## config.mk

```make
export PLATFORM = sky130hd
export DESIGN_NAME = dual_issue_sequencer_flat
export DESIGN_NICKNAME = d
export VERILOG_FILES = /design/src/rtl/dual_issue_pkg.sv /design/src/rtl/dual_issue_sequencer_if.sv /design/src/rtl/pair_hazard_detect.sv /design/src/rtl/dual_issue_sequencer.sv /design/src/flat_wrapper.sv
export SDC_FILE = /design/constraint.sdc
export NUM_CORES = 1
export LEC_CHECK = 0
export BUFFER_PORTS_ARGS = -buffer_cell sky130_fd_sc_hd__buf_2
export CAP_MARGIN = 20
export CORE_MARGIN = 2
export CORE_UTILIZATION = 46
export DETAILED_ROUTE_END_ITERATION = 7
export GPL_TIMING_DRIVEN = 0
export PLACE_DENSITY_LB_ADDON = 0.15
export SKIP_LAST_GASP = 1
export SYNTH_ARGS = -nofsm -noshare
export SYNTH_HDL_FRONTEND = slang
export SYNTH_HIERARCHICAL = 1
export SYNTH_SLANG_ARGS = --single-unit
export TNS_END_PERCENT = 20
```

## constraint.sdc

```tcl
create_clock -name clk -period 2 [get_ports clk]
set_clock_uncertainty 0.15 [all_clocks]
set_input_delay 0.2 -clock clk [delete_from_list [all_inputs] [get_ports clk]]
set_output_delay 0.2 -clock clk [all_outputs]
set_load 0.01 [all_outputs]
```

## src/rtl/dual_issue_pkg.sv

```systemverilog
// Shared types and constants for the dual-issue sequencer slice.
//   seq_state_t : pair-issue FSM states
//   REG_ZERO    : architectural zero register index (never a dependency)
//   REG_AW_DEF  : default register-index width
//   CNT_W_DEF   : default split-counter width
package dual_issue_pkg;

    localparam int unsigned REG_AW_DEF = 5;
    localparam int unsigned CNT_W_DEF  = 16;
    localparam int unsigned REG_ZERO   = 0;

    typedef enum logic {
        PAIR  = 1'b0,
        SPLIT = 1'b1
    } seq_state_t;

endpackage

```

## src/rtl/dual_issue_sequencer_if.sv

```systemverilog
// Decode-slot pair / issue-control bundle between decode and the sequencer.
//   master : decode side (drives slot fields, StallExt, Flush; reads controls)
//   slave  : sequencer (reads slot fields; drives Issue*, Stall*, SplitCount)
interface dual_issue_sequencer_if
    import dual_issue_pkg::*;
#(
    parameter int unsigned REG_AW = REG_AW_DEF,
    parameter int unsigned CNT_W  = CNT_W_DEF
);

    logic              ValidD1;
    logic              ValidD2;
    logic              RegWriteD1;
    logic [REG_AW-1:0] RdD1;
    logic              RegWriteD2;
    logic [REG_AW-1:0] RdD2;
    logic [REG_AW-1:0] Rs1D2;
    logic [REG_AW-1:0] Rs2D2;
    logic              UsesRs1D2;
    logic              UsesRs2D2;
    logic              StallExt;
    logic              Flush;

    logic              IssueP1;
    logic              IssueP2;
    logic              StallPipeline1;
    logic              StallPipeline2;
    logic              StallFetch;
    logic [CNT_W-1:0]  SplitCount;

    modport master (
        output ValidD1, ValidD2, RegWriteD1, RdD1, RegWriteD2, RdD2,
               Rs1D2, Rs2D2, UsesRs1D2, UsesRs2D2, StallExt, Flush,
        input  IssueP1, IssueP2, StallPipeline1, StallPipeline2,
               StallFetch, SplitCount
    );

    modport slave (
        input  ValidD1, ValidD2, RegWriteD1, RdD1, RegWriteD2, RdD2,
               Rs1D2, Rs2D2, UsesRs1D2, UsesRs2D2, StallExt, Flush,
        output IssueP1, IssueP2, StallPipeline1, StallPipeline2,
               StallFetch, SplitCount
    );

endinterface

```

## src/rtl/pair_hazard_detect.sv

```systemverilog
// Intra-pair dependency check: does slot 2 depend on slot 1's destination?
//   inputs : slot valids, slot 1 write/dest, slot 2 write/dest/sources/use bits
//   raw1_o : slot 2 source 1 matches slot 1 destination
//   raw2_o : slot 2 source 2 matches slot 1 destination
//   waw_o  : slot 2 writes the same destination as slot 1
//   dep_o  : qualified dependency (both valid, slot 1 writes a non-zero reg)
module pair_hazard_detect
    import dual_issue_pkg::*;
#(
    parameter int unsigned REG_AW = REG_AW_DEF
) (
    input  logic              valid1_i,
    input  logic              valid2_i,
    input  logic              reg_write1_i,
    input  logic [REG_AW-1:0] rd1_i,
    input  logic              reg_write2_i,
    input  logic [REG_AW-1:0] rd2_i,
    input  logic [REG_AW-1:0] rs1_2_i,
    input  logic [REG_AW-1:0] rs2_2_i,
    input  logic              uses_rs1_2_i,
    input  logic              uses_rs2_2_i,
    output logic              raw1_o,
    output logic              raw2_o,
    output logic              waw_o,
    output logic              dep_o
);

    assign raw1_o = uses_rs1_2_i & (rs1_2_i == rd1_i);
    assign raw2_o = uses_rs2_2_i & (rs2_2_i == rd1_i);
    assign waw_o  = reg_write2_i & (rd2_i == rd1_i);

    // Writes to x0 are discarded, so they can never create a dependency.
    assign dep_o = valid1_i & valid2_i & reg_write1_i &
                   (rd1_i != REG_AW'(REG_ZERO)) &
                   (raw1_o | raw2_o | waw_o);

endmodule

```

## src/rtl/dual_issue_sequencer.sv

```systemverilog
// Issue/stall sequencer for the decode slot pair of the dual-issue core.
// Independent pairs issue together; a dependent pair is split over two
// cycles (slot 1 first, then slot 2 alone) while fetch holds.
//   clk, rst : core clock, asynchronous active-high reset
//   bus      : slave side of the slot-pair / issue-control bundle
// Issue and stall controls are combinational from state and inputs;
// SplitCount is a registered saturating count of split pairs.
module dual_issue_sequencer
    import dual_issue_pkg::*;
#(
    parameter int unsigned REG_AW = REG_AW_DEF,
    parameter int unsigned CNT_W  = CNT_W_DEF
) (
    input  logic                  clk,
    input  logic                  rst,
    dual_issue_sequencer_if.slave bus
);

    seq_state_t       state_q, state_d;
    logic [CNT_W-1:0] split_cnt_q, split_cnt_d;

    logic hz_raw1, hz_raw2, hz_waw, hz_dep;
    logic dep_c;

    logic issue1_c, issue2_c;
    logic stall1_c, stall2_c, stall_fetch_c;

    // Hazard detection on the current decode pair
    pair_hazard_detect #(
        .REG_AW (REG_AW)
    ) u_hazard (
        .valid1_i     (bus.ValidD1),
        .valid2_i     (bus.ValidD2),
        .reg_write1_i (bus.RegWriteD1),
        .rd1_i        (bus.RdD1),
        .reg_write2_i (bus.RegWriteD2),
        .rd2_i        (bus.RdD2),
        .rs1_2_i      (bus.Rs1D2),
        .rs2_2_i      (bus.Rs2D2),
        .uses_rs1_2_i (bus.UsesRs1D2),
        .uses_rs2_2_i (bus.UsesRs2D2),
        .raw1_o       (hz_raw1),
        .raw2_o       (hz_raw2),
        .waw_o        (hz_waw),
        .dep_o        (hz_dep)
    );

    // Dependency qualified by the individual hazard flags
    assign dep_c = hz_dep & (hz_raw1 | hz_raw2 | hz_waw);

    // State and split-counter registers
    always_ff @(posedge clk or posedge rst) begin
        if (rst) begin
            state_q     <= PAIR;
            split_cnt_q <= '0;
        end else begin
            state_q     <= state_d;
            split_cnt_q <= split_cnt_d;
        end
    end

    // Next-state, counter and issue/stall decode; priority rst > Flush > StallExt
    always_comb begin
        state_d       = state_q;
        split_cnt_d   = split_cnt_q;
        issue1_c      = 1'b0;
        issue2_c      = 1'b0;
        stall1_c      = 1'b0;
        stall2_c      = 1'b0;
        stall_fetch_c = 1'b0;

        if (rst) begin
            state_d = PAIR;
        end else if (bus.Flush) begin
            // Redirect drops both decode slots, including a held slot 2
            state_d = PAIR;
        end else if (bus.StallExt) begin
            stall1_c      = 1'b1;
            stall2_c      = 1'b1;
            stall_fetch_c = 1'b1;
        end else begin
            unique case (state_q)
                PAIR: begin
                    if (dep_c) begin
                        issue1_c      = 1'b1;
                        stall2_c      = 1'b1;
                        stall_fetch_c = 1'b1;
                        state_d       = SPLIT;
                        if (split_cnt_q != '1) begin
                            split_cnt_d = split_cnt_q + CNT_W'(1);
                        end
                    end else begin
                        issue1_c = bus.ValidD1;
                        issue2_c = bus.ValidD2;
                    end
                end
                SPLIT: begin
                    // Second half of a split pair; dep is not re-evaluated
                    issue2_c = bus.ValidD2;
                    stall1_c = 1'b1;
                    state_d  = PAIR;
                end
                default: begin
                    state_d = PAIR;
                end
            endcase
        end
    end

    assign bus.IssueP1        = issue1_c;
    assign bus.IssueP2        = issue2_c;
    assign bus.StallPipeline1 = stall1_c;
    assign bus.StallPipeline2 = stall2_c;
    assign bus.StallFetch     = stall_fetch_c;
    assign bus.SplitCount     = split_cnt_q;

endmodule

```

## src/flat_wrapper.sv

```systemverilog
// flat-port wrapper written by rule: the top's interface ports become plain ports
module dual_issue_sequencer_flat import dual_issue_pkg::*;
#(
    parameter int unsigned REG_AW = REG_AW_DEF,
    parameter int unsigned CNT_W  = CNT_W_DEF
)
  (clk, rst, bus_ValidD1, bus_ValidD2, bus_RegWriteD1, bus_RdD1, bus_RegWriteD2, bus_RdD2, bus_Rs1D2, bus_Rs2D2, bus_UsesRs1D2, bus_UsesRs2D2, bus_StallExt, bus_Flush, bus_IssueP1, bus_IssueP2, bus_StallPipeline1, bus_StallPipeline2, bus_StallFetch, bus_SplitCount);
  dual_issue_sequencer_if #(.REG_AW(REG_AW), .CNT_W(CNT_W)) bus_i ();
  input  logic clk;
  input  logic rst;
  input wire logic [$bits(bus_i.ValidD1)-1:0] bus_ValidD1;
  input wire logic [$bits(bus_i.ValidD2)-1:0] bus_ValidD2;
  input wire logic [$bits(bus_i.RegWriteD1)-1:0] bus_RegWriteD1;
  input wire logic [$bits(bus_i.RdD1)-1:0] bus_RdD1;
  input wire logic [$bits(bus_i.RegWriteD2)-1:0] bus_RegWriteD2;
  input wire logic [$bits(bus_i.RdD2)-1:0] bus_RdD2;
  input wire logic [$bits(bus_i.Rs1D2)-1:0] bus_Rs1D2;
  input wire logic [$bits(bus_i.Rs2D2)-1:0] bus_Rs2D2;
  input wire logic [$bits(bus_i.UsesRs1D2)-1:0] bus_UsesRs1D2;
  input wire logic [$bits(bus_i.UsesRs2D2)-1:0] bus_UsesRs2D2;
  input wire logic [$bits(bus_i.StallExt)-1:0] bus_StallExt;
  input wire logic [$bits(bus_i.Flush)-1:0] bus_Flush;
  output wire logic [$bits(bus_i.IssueP1)-1:0] bus_IssueP1;
  output wire logic [$bits(bus_i.IssueP2)-1:0] bus_IssueP2;
  output wire logic [$bits(bus_i.StallPipeline1)-1:0] bus_StallPipeline1;
  output wire logic [$bits(bus_i.StallPipeline2)-1:0] bus_StallPipeline2;
  output wire logic [$bits(bus_i.StallFetch)-1:0] bus_StallFetch;
  output wire logic [$bits(bus_i.SplitCount)-1:0] bus_SplitCount;
  assign bus_i.ValidD1 = bus_ValidD1;
  assign bus_i.ValidD2 = bus_ValidD2;
  assign bus_i.RegWriteD1 = bus_RegWriteD1;
  assign bus_i.RdD1 = bus_RdD1;
  assign bus_i.RegWriteD2 = bus_RegWriteD2;
  assign bus_i.RdD2 = bus_RdD2;
  assign bus_i.Rs1D2 = bus_Rs1D2;
  assign bus_i.Rs2D2 = bus_Rs2D2;
  assign bus_i.UsesRs1D2 = bus_UsesRs1D2;
  assign bus_i.UsesRs2D2 = bus_UsesRs2D2;
  assign bus_i.StallExt = bus_StallExt;
  assign bus_i.Flush = bus_Flush;
  assign bus_IssueP1 = bus_i.IssueP1;
  assign bus_IssueP2 = bus_i.IssueP2;
  assign bus_StallPipeline1 = bus_i.StallPipeline1;
  assign bus_StallPipeline2 = bus_i.StallPipeline2;
  assign bus_StallFetch = bus_i.StallFetch;
  assign bus_SplitCount = bus_i.SplitCount;
  dual_issue_sequencer #(.REG_AW(REG_AW), .CNT_W(CNT_W)) u_core (.clk(clk), .rst(rst), .bus(bus_i));
endmodule
```

==> flow_summary.toml <==
[synthesis]
synth_area_per_cell_um2 = 10.9
synth_xor_area_share_pct = 23.6
synth_top_cell_area_share_pct = 38.2
synth-main-ff-cell = "dfrtp_1"
synth_seq_cells = 17
synth.most_common_cell = "dfrtp_1"
muxShareOfSynthArea_pct = 1.01
yosys-top-cells-area = "dfrtp_1, xnor2_1, xor2_1"
synth-warning-count = 6
synth_compound_area_share_pct = 10.7
synth_cells = 102
synth_top_family_by_area = "simple AND/OR/NAND/NOR gates"
synth_area_leader_cell = "dfrtp_1"
syn_area_um2 = 1110
synth_adder_area_share_pct = 1.12
syn-num-nets = 133
synthTopCellsByCount = "dfrtp_1, xnor2_1, xor2_1"
synth_edf_count = 0
synth_cell_type_count = 28
synth-simple-area-share_pct = 23.8
yosysSeqAreaShare_pct = 38.2
async_flop_share_pct = 100

[sta]
hold_violations = 0
timing.slew.headroom_pct = 57.7
post-route-period-util_pct = 112
fmax_mhz = 446
rsz0062_at_grt = "true"
tightest_slew_ns = 0.634
fin_crit_ns = 2.24
hold_ws_ns = 0.0129
finalSetupViolCount = 19
finalSetupTns_ns = -2.91
finalMaxSlewViolations = 0
setup_ws_ns = -0.243

[final_layout]
fillCellCount = 177
fin_nets = 195
antenna_cells = 0
utilization_pct = 69.3
area_growth_pct = 40.1
drive_above_1_share_pct = 48.5

[clocking]
cts_sinks = 17
clk_pin_slew_ns = 0.10
cts_root_buf = "clkbuf_4"
cts.path.max_buffers = 2
cts_tree = "yes"
clock_latency_ns = 0.28
cts_buffers = 3
htreeDepth = 1

[global_route]
overflow = 0
globalRouteTotalUtil_pct = 19.4
antenna_found_initial = 0
grt_pass1_vias = 962
grt_max_degree = 18
grt_pass1_wl_mm = 3.98

[drt]
vias = 997
drt-initial-drc-count = 8
routed_wl_mm = 2.82
wl_per_cell_um = 14.8
ant_nets = 0
firstDrtPassIters = 4
drc = 0
viasPerCell = 5.22

[floorplan]
coreArea_um2 = 2250
rows = 17
initial_core_util_pct = 49.4
die-area_um2 = 2830
die_y_um = 53.2
die_w_um = 53.2
io_pins = 51

[worst_setup_path]
cp_slowest_stage_delay_ns = 0.35
crit_required_ns = 1.65
setup.worst_path.end_class = "primary output"
worstPathArrival_ns = 1.89
crit_chain = "buf_8 > xor2_1 > nor4_1 > and3_1 > o31a_1 > o31ai_2 > nor2_1 > nor2_1 > nor3_2 > buf_4 > buf_2"
cp_top_family = "simple AND/OR/NAND/NOR gates"
critPathKind = "primary input to primary output"
crit_path_start = "bus_RdD1[3]"
r2r_start = "u_core/state_q"
cpMostUsedCell = "nor2_1"
start_kind = "primary input"
crit_slowest_cell = "nor4_1"
cp_num_buf_inv = 3
critical_path.max_fanout = 4

[power]
leakage_nw = 0.793
vdd_drop_max_uv = 358
p_per_area_nw_per_um2 = 408

[placement]
place.gp.congestion = 0.766
dp_hpwl_mm = 1.92
port_buffers = 50
pre_cts_slack_ns = -0.428

[min_path]
hold_path.class = "primary input to flop"
min_from = "bus_Flush"

[status]
status = "complete, but fails checks"
violations = "negative setup slack"

[flow_run]
cap_violations = 0
[where the power goes]
| group | switching [W] | internal (W) | total [W] |
|---|---|---|---|
| Sequential | 0.000000148 | 0.000344 | 0.000344 |
| Clock | 0.000104 | 0.0000741 | 0.000178 |
| Combinational | 0.0000588 | 0.0000571 | 0.000116 |
[layer usage]
metal | wire (um) | GRT usage [%] | share of wire, %
met1 | 1080 | 20.3 | 38
met2 | 1520 | 37.7 | 54
met3 | 185 | 2.54 | 6.6
met4 | 36 | 8.12 | 1.3
met5 | 0 | 0 | 0
[kinds of logic (layout without fill, tap and decap cells)]
| family | count (synthesis) | count (layout) |
|---|---|---|
| simple gates | 40 | 40 |
| xor+xnor | 30 | 30 |
| flops | 17 | 17 |
| compound gates | 10 | 10 |
| buf+inv | 3 | 64 |
| fa+ha+maj | 1 | 1 |
| mux | 1 | 1 |
[metrics by stage]
stage | std cells | instance area [um2] | power (W)
3_5_place_dp | 180 | 1400 | 0.000440
5_1_grt | 191 | 1560 | 0.000663
2_1_floorplan | 102 | 1120 | 0.000389
6_report | 191 | 1560 | 0.000637
4_1_cts | 189 | 1500 | 0.000628
3_3_place_gp | 180 | 1400 | 0.000436
[cells in the final DEF (no fill, tap or decap), drive strengths merged, types with 4 or more instances in the layout]
master	count
nand3	6
dfrtp	17
nand4	6
xnor2	16
nand2	5
nor4	4
and3	7
nor2	4
buf	58
xor2	14
nor3	4
[registers in the layout, indices dropped and copies added, names as in the netlist]
register	cells
u_core/bus.SplitCount	16
u_core/state_q	1
[final timing paths]
check,endpoint,slack [ns],cells past startpoint
worst max-delay path,bus_StallPipeline2,-0.24,11
worst min-delay path,u_core/state_q,0.01,2
worst max register to register,u_core/bus.SplitCount[8],0.12,5
worst min register to register,u_core/bus.SplitCount[11],0.35,1
max in group asynchronous,u_core/bus.SplitCount[11],0.85,3
min in group asynchronous,u_core/bus.SplitCount[15],0.44,3
[final cells by class]
| cell class | count | area, um2 | share of cell area (%) |
|---|---|---|---|
| Clock buffer | 3 | 22.5 | 1.44 |
| Multi-Input combinational cell | 82 | 712 | 45.6 |
| Buffer | 2 | 15.0 | 0.962 |
| Clock inverter | 1 | 5.00 | 0.321 |
| Tap cell | 28 | 35.0 | 2.24 |
| Inverter | 1 | 3.75 | 0.240 |
| Timing Repair Buffer | 57 | 343 | 22.0 |
| Sequential cell | 17 | 425 | 27.2 |
[worst register-to-register path, stage by stage (launching register included)]
cell and delay [ns]:
dfrtp_1 0.46, nor4_4 0.38, nand2_2 0.15, a311oi_4 0.36, buf_4 0.17, xor2_1 0.14
[timing repair]
action | 4_1_cts | 5_1_grt
endpoints found under the setup margin | 19 | 19
cloned | 0 | 0
pin swaps | 5 | 9
hold buffers | 1 | 0
hold endpoints to repair | 17 | 0
resized for setup | 8 | 10
buffers inserted | 4 | 2
No activity file was read; power rests on OpenSTA's default activity.
